===== config.mk =====
export PLATFORM = sky130hd
export DESIGN_NAME = dbg_probe_view
export DESIGN_NICKNAME = d
export VERILOG_FILES = /design/src/rtl/dbg_probe_view.sv
export SDC_FILE = /design/constraint.sdc
export NUM_CORES = 1
export LEC_CHECK = 0
export BUFFER_PORTS_ARGS = -buffer_cell sky130_fd_sc_hd__buf_2
export CORE_AREA = 5 5 431 433
export DETAILED_ROUTE_END_ITERATION = 6
export DIE_AREA = 0 0 436 438
export SETUP_SLACK_MARGIN = 0.5
export SYNTH_ARGS = -nofsm -noshare
export SYNTH_HDL_FRONTEND = slang
export SYNTH_SLANG_ARGS = --single-unit
export TNS_END_PERCENT = 10

===== constraint.sdc =====
create_clock -name clk -period 15.8 [get_ports clk]
set_input_delay 1.58 -clock clk [delete_from_list [all_inputs] [get_ports clk]]
set_output_delay 1.58 -clock clk [all_outputs]
set_load 0.02 [all_outputs]

===== src/rtl/dbg_probe_view.sv =====
// dbg_probe_view: switch-selected probe word viewer with live, freeze, history and trigger modes
module dbg_probe_view #(
   parameter int DATA_W     = 16,
   parameter int CHANNELS   = 64,
   parameter int SEL_W      = 8,
   parameter int HIST_DEPTH = 8,
   parameter int HIST_AW    = 3
) (
   input  logic                         clk,
   input  logic                         rst,
   input  logic [CHANNELS*DATA_W-1:0]   probe_bus,
   input  logic [SEL_W-1:0]             sel,
   input  logic [1:0]                   mode,
   input  logic                         step,
   input  logic [DATA_W-1:0]            fallback,
   input  logic [DATA_W-1:0]            trig_val,
   input  logic [DATA_W-1:0]            trig_mask,
   output logic [DATA_W-1:0]            led_data,
   output logic [HIST_AW:0]             hist_count,
   output logic [HIST_AW-1:0]           hist_index,
   output logic                         trig_hit
);
   typedef enum logic [1:0] {LIVE, FREEZE, HIST, TRIG} mode_t;
   localparam int CW = $clog2(CHANNELS);
   localparam logic [HIST_AW:0] FULL = (HIST_AW+1)'(HIST_DEPTH);
   localparam logic [HIST_AW:0] ONE_C = (HIST_AW+1)'(1);
   localparam logic [HIST_AW-1:0] ONE_A = HIST_AW'(1);
   localparam logic [SEL_W:0] NCH = (SEL_W+1)'(CHANNELS);
   logic [DATA_W-1:0] ch [CHANNELS];
   logic [DATA_W-1:0] hbuf [HIST_DEPTH];
   logic [DATA_W-1:0] cur, frz, cap, last_rec;
   logic [SEL_W-1:0] sel_q;
   logic [1:0] mode_q;
   logic [HIST_AW-1:0] wp, rd_ptr;
   logic [HIST_AW:0] idx_nx;
   logic step_q, armed, oor, step_rise, sel_chg, entering, do_rec, rearm, hit;

   for (genvar i = 0; i < CHANNELS; i++) begin : g_ch
      assign ch[i] = probe_bus[i*DATA_W +: DATA_W];
   end

   // channel select, edge/change detection and the per-mode action conditions
   always_comb begin
      oor = {1'b0, sel} >= NCH;
      cur = oor ? fallback : ch[sel[CW-1:0]];
      step_rise = step & ~step_q;
      sel_chg = sel != sel_q;
      entering = mode != mode_q;
      do_rec = mode != HIST && !oor && !sel_chg && (hist_count == '0 || cur != last_rec);
      rearm = mode == TRIG && (entering || step_rise || sel_chg);
      hit = ((cur ^ trig_val) & trig_mask) == '0;
      rd_ptr = wp - hist_index - ONE_A;
      idx_nx = {1'b0, hist_index} + ONE_C;
   end

   // history storage; contents beyond hist_count are never shown so no reset is needed
   always_ff @(posedge clk) begin
      if (do_rec) hbuf[wp] <= cur;
   end

   // mode state, history bookkeeping, trigger capture and the registered display word
   always_ff @(posedge clk) begin
      if (!rst) begin
         led_data <= '0;
         hist_count <= '0;
         hist_index <= '0;
         trig_hit <= 1'b0;
         wp <= '0;
         armed <= 1'b0;
         frz <= '0;
         cap <= '0;
         last_rec <= '0;
         sel_q <= '0;
         mode_q <= '0;
         step_q <= 1'b0;
      end else begin
         sel_q <= sel;
         mode_q <= mode;
         step_q <= step;
         if (mode == FREEZE && (entering || step_rise || sel_chg)) frz <= cur;
         if (sel_chg) begin
            hist_count <= '0;
            wp <= '0;
         end else if (do_rec) begin
            last_rec <= cur;
            wp <= wp + ONE_A;
            if (hist_count != FULL) hist_count <= hist_count + ONE_C;
         end
         if (mode == HIST)
            hist_index <= entering ? '0 : !step_rise ? hist_index : idx_nx >= hist_count ? '0 : hist_index + ONE_A;
         if (mode != TRIG) begin
            armed <= 1'b0;
            trig_hit <= 1'b0;
         end else if (rearm) begin
            armed <= 1'b1;
            trig_hit <= 1'b0;
         end else if (armed && hit) begin
            cap <= cur;
            trig_hit <= 1'b1;
            armed <= 1'b0;
         end
         led_data <= mode == LIVE ? cur :
                     mode == FREEZE ? frz :
                     mode == HIST ? (hist_count == '0 ? '0 : hbuf[rd_ptr]) :
                     trig_hit ? cap : fallback;
      end
   end
endmodule

---- Word-level counts from Yosys, hierarchy flattened ----
Memories as Yosys holds them, arrays and structs flattened.
Index checks and enable logic that the tools add are counted.
word-level totals
  logic and storage cells ................. 79
  memories kept ........................... 1
  output and inout bits ................... 24
  bits in writable memories ............... 128
  input port bits ......................... 1085
  register bits ........................... 87
memories
  name  depth  bits a word  read ports  clocked after memory_dff  write ports  RTL line  text
  hbuf  8      16           1           0                         1            30        logic [DATA_W-1:0] hbuf [HIST_DEPTH];
operators by class
  reductions and logical operators ........ 23
  equal/unequal tests ..................... 9
  magnitude comparators ................... 3
  muxes and demuxes ....................... 16
  $add $sub $neg .......................... 6
  bitwise gates (word level) .............. 9
operator list
  cell                                                 count
  2-to-1 mux 16 bit                                    8
  binary-select mux 16 bit (select 6 bit)              1
  AND 16 bit                                           1
  logical NOT 16 bit                                   1
  != test 16 bit                                       1
  XOR 16 bit                                           1
  2-to-1 mux 3 bit                                     3
  >= comparator 8 x 7 -> 1 bit, second input constant  1
  != test 8 bit                                        1
  >= comparator 7 bit, second input constant           1
  inverter 6 -> 7 bit                                  1
  adder 3 x 1 -> 3 bit, second input constant          2
  logical AND 1 bit                                    6
  AND reduction 2 bit                                  3
  inverter 1 bit                                       5
  adder 3 x 1 -> 4 bit, second input constant          1
  adder 4 x 1 -> 4 bit, second input constant          1
  equality test 2 bit, second input constant           2
  >= comparator 4 bit                                  1
  logical NOT 4 bit                                    1
  2-to-1 mux 1 bit                                     4
  != test 2 bit, second input constant                 2
  != test 4 bit, second input constant                 1
  nonzero test 2 bit                                   2
  other kinds (11)                                     15

---- Depth between registers and ports, before layout ----
Gate-level depths: netlist (run 1).
  depth after elaboration ................. 11
  gate-level depth with buffers ........... 19
  gate-level depth less buffers ........... 11

---- Worst setup path after synthesis (run 1) ----
No wires, ideal clock.
  path kind ............................... input to register
  start ................................... input port sel[1]
  end ..................................... memory hbuf[2][0] (enable)
  path buffers ............................ 5
  setup time .............................. 0.413 ns
  slack ................................... 9.777 ns
  arrival ................................. 5.610 ns
  stages .................................. 15
  data required time ...................... 15.387 ns
  cell sequence ........................... clkbuf_1 -> clkbuf_1 -> buf_1 -> clkbuf_1 -> mux4_2 -> a22oi_1 -> a21oi_1 -> o21ai_0 -> nand2_1 -> o221ai_1 -> or3b_2 -> o21a_1 -> buf_2 -> nor2b_1 -> nor3b_1
between the ends
  word-level cells in the longest chain between the ends .. 10
  elaborated cells on any way between the ends .. 16
  classes of those cells .................. order compare: 1; eq/ne: 2; mux: 6; bitwise: 1; reduce/logical: 6
ends and longest elaborated chain
  what                                                   RTL line  text
  from (decl)                                            12        input logic [SEL_W-1:0] sel,
  inverter 6 -> 7 bit (implied by the code)              45        cur = oor ? fallback : ch[sel[CW-1:0]];
  binary-select mux 16 bit (select 6 bit)                45
  2-to-1 mux 16 bit (implied by the code) (2 in series)  45
  2-to-1 mux 16 bit                                      45
  != test 16 bit                                         49        do_rec = mode != HIST && !oor && !sel_chg && (hist_count == '0 || cur != last_rec);
  logical OR 1 bit                                       49
  logical AND 1 bit (*)                                  49
  2-to-1 mux 1 bit (*)                                   58        if (do_rec) hbuf[wp] <= cur;
  2-to-1 mux 1 bit (implied by the code) (*)             58
  to (decl)                                              30
Mark *: on every way between the ends. The rest lies on a longest branch, timed or not. The select of a mux whose other input is x is not followed.

---- Final worst setup path (run 1) ----
  start ................................... input port sel[0]
  end ..................................... memory hbuf[4][2] (enable)
The elaborated chain is that of the path after synthesis.

==> results of run 1 <==
==> how the worst max path moves through the flow <==
| stage | depth (start not counted) | to | startpoint |
|---|---|---|---|
| final | 13 | hbuf[4][2]$_DFFE_PP_ | sel[0] |
| after floorplan | 15 | hbuf[2][0]$_DFFE_PP_ | sel[1] |
| after CTS | 15 | hbuf[5][1]$_DFFE_PP_ | sel[3] |
| after global routing | 15 | hbuf[4][2]$_DFFE_PP_ | sel[3] |
| after detailed placement | 15 | hbuf[5][6]$_DFFE_PP_ | sel[3] |
| after global placement | 15 | hbuf[5][7]$_DFFE_PP_ | sel[3] |
==> power breakdown <==
| group | switching [W] | total [W] | internal [W] |
|---|---|---|---|
| Clock | 0.000219 | 0.000504 | 0.000285 |
| Combinational | 0.000361 | 0.000607 | 0.000246 |
| Sequential | 0.00000248 | 0.000608 | 0.000605 |
==> tightest hold or removal path, delay by kind of cell (launching register included) <==
kind	cells	cell delay (ps)
multiplexers	1	60
flip-flops	1	310
AND/OR/NAND/NOR	1	50
==> flip-flops by register name (all words and copies together), names as in the netlist <==
register and cells:
armed 1, cap 16, frz 16, hbuf 128
hist_count 4, hist_index 3, last_rec 16, led_data 16
mode_q 2, sel_q 8, step_q 1, trig_hit 1
wp 3
==> routing by layer <==
layer,vias to the layer above,share of wire (%)
met4,88,5.3
met1,11093,36
met3,399,8.5
met5,-,0.32
met2,1370,50
li1,9436,-
==> cell families (layout without fill, tap and decap cells) <==
group	Yosys count	after routing	synth area share, %
compound gates	390	390	14.7
xor+xnor	45	45	2.04
fa+ha+maj	10	10	0.687
buf+inv	193	1220	6.08
flops	215	215	28.9
mux	564	564	36.4
other cells	0	106	0
simple gates	418	418	11.2
==> stage by stage <==
stage / power, W / worst slack, ps
6_report: 0.00172 / 7960
3_5_place_dp: 0.00123 / 7220
2_1_floorplan: 0.000891 / 9780
5_1_grt: 0.00178 / 7790
4_1_cts: 0.00173 / 7750
3_3_place_gp: 0.00123 / 7270
==> cell type report <==
class                      count  area (um2)  share of cell area [%]
antenna                      106         265                   0.941
tap                         2385        2980                    10.6
multi-input combinational   1427       12700                    44.9
inverter                      27         101                   0.359
timing repair buffer        1152        5920                    21.0
sequential                   215        5590                    19.8
clock buffer                  30         602                    2.13
clock inverter                11        82.6                   0.293
==> placed cells by master, fill, tap and decap left out, types with 26 or more instances in the layout <==
cell / Yosys / layout
diode_2: 0 / 106
a22oi_1: 187 / 187
and2_1: 29 / 27
nand4_1: 26 / 26
mux2i_1: 448 / 448
nor2_1: 30 / 28
nand2_1: 143 / 143
nand3_1: 74 / 74
dfxtp_1: 87 / 87
buf_4: 20 / 45
mux4_2: 107 / 107
xor2_1: 28 / 28
o21ai_0: 35 / 34
edfxtp_1: 128 / 128
buf_2: 40 / 1103
a21oi_1: 32 / 32
==> run summary, run 1 <==
WL per Instance = 33.6 um
Tmin final = 7840 ps
sequential-to-total area share from yosys stat = 28.9%
pin count of the biggest net entering global routing = 134
Iteration-0 DRC Markers = 2,205
Crit. End Element = register
Max Cap Viol = 0
DIE AREA = 191,000 um2
initial antenna violation count = 214
drt pass-1 iters = 6
count of pins over their slew limit = 0
core area = 182,000 um2
routed vias = 22,386
M3 GR Usage = 4.60%
Worst-path clk slew = 60 ps
initial core utilization = 10.6%
post-route cell area = 28,200 um2
CTS tree = done
setup violators final = 0
Max Clk Rate = 127 MHz
Critical Path, Cell by Cell = buf_6, nor2b_4, buf_4, a22oi_1, a31oi_1, nand4_1, o2111a_1, nand4_1, or4_1, o21a_1, buf_4, nand2_1, nor3_2
DR vias/cell = 4.18
Cell Area, Synth = 19,300 um2
DPL Wire Length = 158,000 um
CTS HTree Levels = 1
gr ovfl total = 0
worst slew pin tran = 1300 ps
Tcrit/Tclk final = 49.6%
Gate Count Post-Synth = 1,835
Pwr per Cell Area = 60.9 nW/um2
Fin Hold WS = 468 ps
number of routed nets with antenna violations = 0
hold path depth = 2
RR Endpoint = hbuf[3][1]$_DFFE_PP_
Clock Path Buffers = 3
share of cells above drive strength 1 = 46.6%
Critical Path AT = 7960 ps
Post-Route Setup TNS = 0 ps
#FFs+latches synth = 215
width of the die = 436 um
slowest cell delay on critical path = 1030 ps
Buf+Inv Stages, Crit Path = 3
Root Buffer = clkbuf_16
Placed Cells = 5,206
# DRC = 0
TritonCTS Sinks = 215
endpoints failing hold = 0
syn_nets = 2,930
critical path type = input pin to register
Hold Crit Class = register to register
Worst Reg-to-Reg Cells = 11
Non-Filler Instances = 5,353
vias in the first global route = 21,442
Synth cell types = 85
die height = 438 um
gp weighted congestion = 1.03
Top Usage Layer GRT = met2
Synth area leader = mux2i_1
Setup crit start kind = input pin
Worst Hold End = last_rec[11]$_SDFFE_PN0P_
CP max FO = 64
Clock Skew = 18.9 ps
Skew-Pair Late Insertion Delay = 520 ps
setup repair bufs after CTS = 0
Fill cells = 20,575
most frequent cell after synthesis = mux2i_1
Crit path max-delay family = simple AND/OR/NAND/NOR gates
reg-to-reg startpoint = last_rec[4]$_SDFFE_PN0P_
RSZ-0062 raised after global routing = false
area delta synth->final = 46.0%
I/O pins = 1,109
Synth top cells by count = mux2i_1, a22oi_1, nand2_1, edfxtp_1, mux4_2
Async SR Flop Fraction = 0%
Post-CTS Resized = 0
status = finished, final reports clean
Leak = 11.9 nW
std cell rows = 157
met1 GRT Util = 20.4%
reg2reg setup slack = 11,730 ps
CTS Buf Count = 23
ys flop type = edfxtp_1
fin util = 15.5%
Peak VDD IR = 0.0738 mV
cts hold-fix bufs = 0
synth top area cells = mux2i_1, edfxtp_1, mux4_2
nets@finish = 3,941
drt total wl = 180,000 um
top cell type's share of synthesized area = 23.2%
Placed Area = 27,200 um2
GRT met2 Usage = 30.7%
IO Port Bufs = 1,108
EDFF count, synth = 128
min-delay src = last_rec[11]$_SDFFE_PN0P_
Worst slew margin = 12.7%
CP required = 15,920 ps
mean post-synth cell area = 10.5 um2
global-route wire length before repair = 224,000 um
Ys Warns = 0
slowest stage cell, crit path = nor3_2
GR Util All Layers = 17.7%
Note: power is estimated with default switching activity, not from simulation.
==> inputs of run 2 (changes only) <==
==> constraint.sdc (replaced) <==
create_clock -name clk -period 6.9 [get_ports clk]
set_input_delay 0.69 -clock clk [delete_from_list [all_inputs] [get_ports clk]]
set_output_delay 0.69 -clock clk [all_outputs]
set_load 0.02 [all_outputs]
==> run 2 against run 1 <==
  * Total power up 150%
  * Sequential power up 130%
  * Global-route usage up 0.30 points
  * Non-clock buffer count up 36
  * Register-to-register slack worse by 8700 ps
  * Die area unchanged
  * Clock power rose to 2.8 times the previous value
  * First-iteration DRC count down 12%
  * Via count down 1.2%
==> run summary, run 2 (synthesis gave the netlist of run 1 again) <==
Worst Reg-to-Reg Cells = 10
Clock Path Buffers = 3
DIE AREA = 191,000 um2
worst slew pin tran = 1320 ps
critical path depth = 13
status = finished, final reports clean
Crit path max-delay family = compound AO/OA/AOI/OAI gates
Register Area = 5590 um2
drt pass-1 iters = 7
pin count of the biggest net entering global routing = 96
CTS HTree Levels = 1
I/O pins = 1,109
Skew-Pair Late Insertion Delay = 540 ps
count of pins over their slew limit = 0
CTS Buf Count = 23
initial antenna violation count = 173
Worst Hold End = step_q$_SDFF_PN0_
RR Endpoint = hbuf[1][14]$_DFFE_PP_
most common cell after layout, fill and taps aside = buf_2
endpoints failing hold = 0
CTS tree = done
Iteration-0 DRC Markers = 1,949
TritonCTS Sinks = 215
Placed Area = 27,600 um2
Max Cap Viol = 0
Max Clk Rate = 175 MHz
slowest cell delay on critical path = 920 ps
vias in the first global route = 21,823
Pwr per Cell Area = 147 nW/um2
Worst-path clk slew = 70 ps
Peak VDD IR = 0.168 mV
reg2reg setup slack = 3030 ps
number of routed nets with antenna violations = 0
# DRC = 0
min-delay src = step
hold path depth = 2
width of the die = 436 um
Fill cells = 20,525
IO Port Bufs = 1,108
CP max FO = 33
Buf+Inv Stages, Crit Path = 2
post-route cell area = 28,600 um2
critical path type = input pin to register
nets@finish = 3,977
die height = 438 um
gp weighted congestion = 1.03
Hold Crit Class = input pin to register
Tcrit/Tclk final = 82.6%
slowest stage cell, crit path = o41ai_1
GR Util All Layers = 18.0%
fin util = 15.8%
CP required = 7040 ps
cts hold-fix bufs = 0
max reg flops = 128
core area = 182,000 um2
Clock Skew = 29.4 ps
Pwr Total = 0.00422 W
DR vias/cell = 4.13
Critical Path, Cell by Cell = buf_6, nor2b_4, buf_4, a22oi_1, a21oi_1, o41ai_1, o21ai_1, xnor2_1, or4_1, or3b_2, o21a_1, nor2b_1, and3_1
Post-Route Setup TNS = 0 ps
global-route wire length before repair = 227,000 um
setup violators final = 0
std cell rows = 157
most frequent cells in the layout = buf_2, mux2i_1, a22oi_1
Tmin final = 5700 ps
reg-to-reg startpoint = last_rec[4]$_SDFFE_PN0P_
area delta synth->final = 48.3%
area of the multi-input gates = 12,700 um2
Leak = 12.2 nW
largest register by flop count = hbuf
setup repair bufs after CTS = 0
Critical Path AT = 5850 ps
DPL Wire Length = 163,000 um
Crit. End Element = register
Post-CTS Resized = 0
drt total wl = 183,000 um
gr ovfl total = 0
routed vias = 22,119
Fin Hold WS = 377 ps
WL per Instance = 34.1 um
share of cells above drive strength 1 = 47.7%
Worst slew margin = 10.7%
initial core utilization = 10.6%
Root Buffer = clkbuf_16
RSZ-0062 raised after global routing = false
Setup crit start kind = input pin
run 2: power breakdown:
part	switching, W	internal [W]	total (W)
clock	0.000548	0.000843	0.00139
sequential	0.00000582	0.00139	0.00139
combinational	0.000859	0.000579	0.00144
run 2: cell type report:
cell class	instances	area share [%]
timing repair buffer	1188	21.8
antenna	73	0.638
sequential	215	19.5
inverter	27	0.354
tap	2385	10.4
clock buffer	27	2.17
multi-input combinational	1427	44.2
clock inverter	15	0.804
run 2: how the worst max path moves through the flow:
stage | slack, ps | from | to
global placement | -230 | sel[0] | hbuf[6][6]$_DFFE_PP_
CTS | 1080 | sel[0] | hbuf[1][14]$_DFFE_PP_
global route | 990 | sel[0] | hbuf[1][14]$_DFFE_PP_
finish | 1200 | sel[0] | hbuf[1][14]$_DFFE_PP_
floorplan | 1770 | sel[1] | hbuf[2][0]$_DFFE_PP_
detailed placement | 550 | sel[0] | hbuf[1][0]$_DFFE_PP_
run 2: metal layers:
layer / vias up / global-route usage [%] / share of wire (%)
li1: 9473 / - / -
met5: - / 0 / 0.20
met2: 1228 / 31.3 / 50
met1: 11009 / 20.9 / 37
met4: 62 / 8.04 / 5.4
met3: 347 / 4.49 / 7.7
run 2: per-stage QoR:
step	worst slack, ps	std cells
floorplan	1770	1835
global placement	-228	5240
detailed placement	555	5241
CTS	1080	5283
global route	988	5335
finish	1200	5357
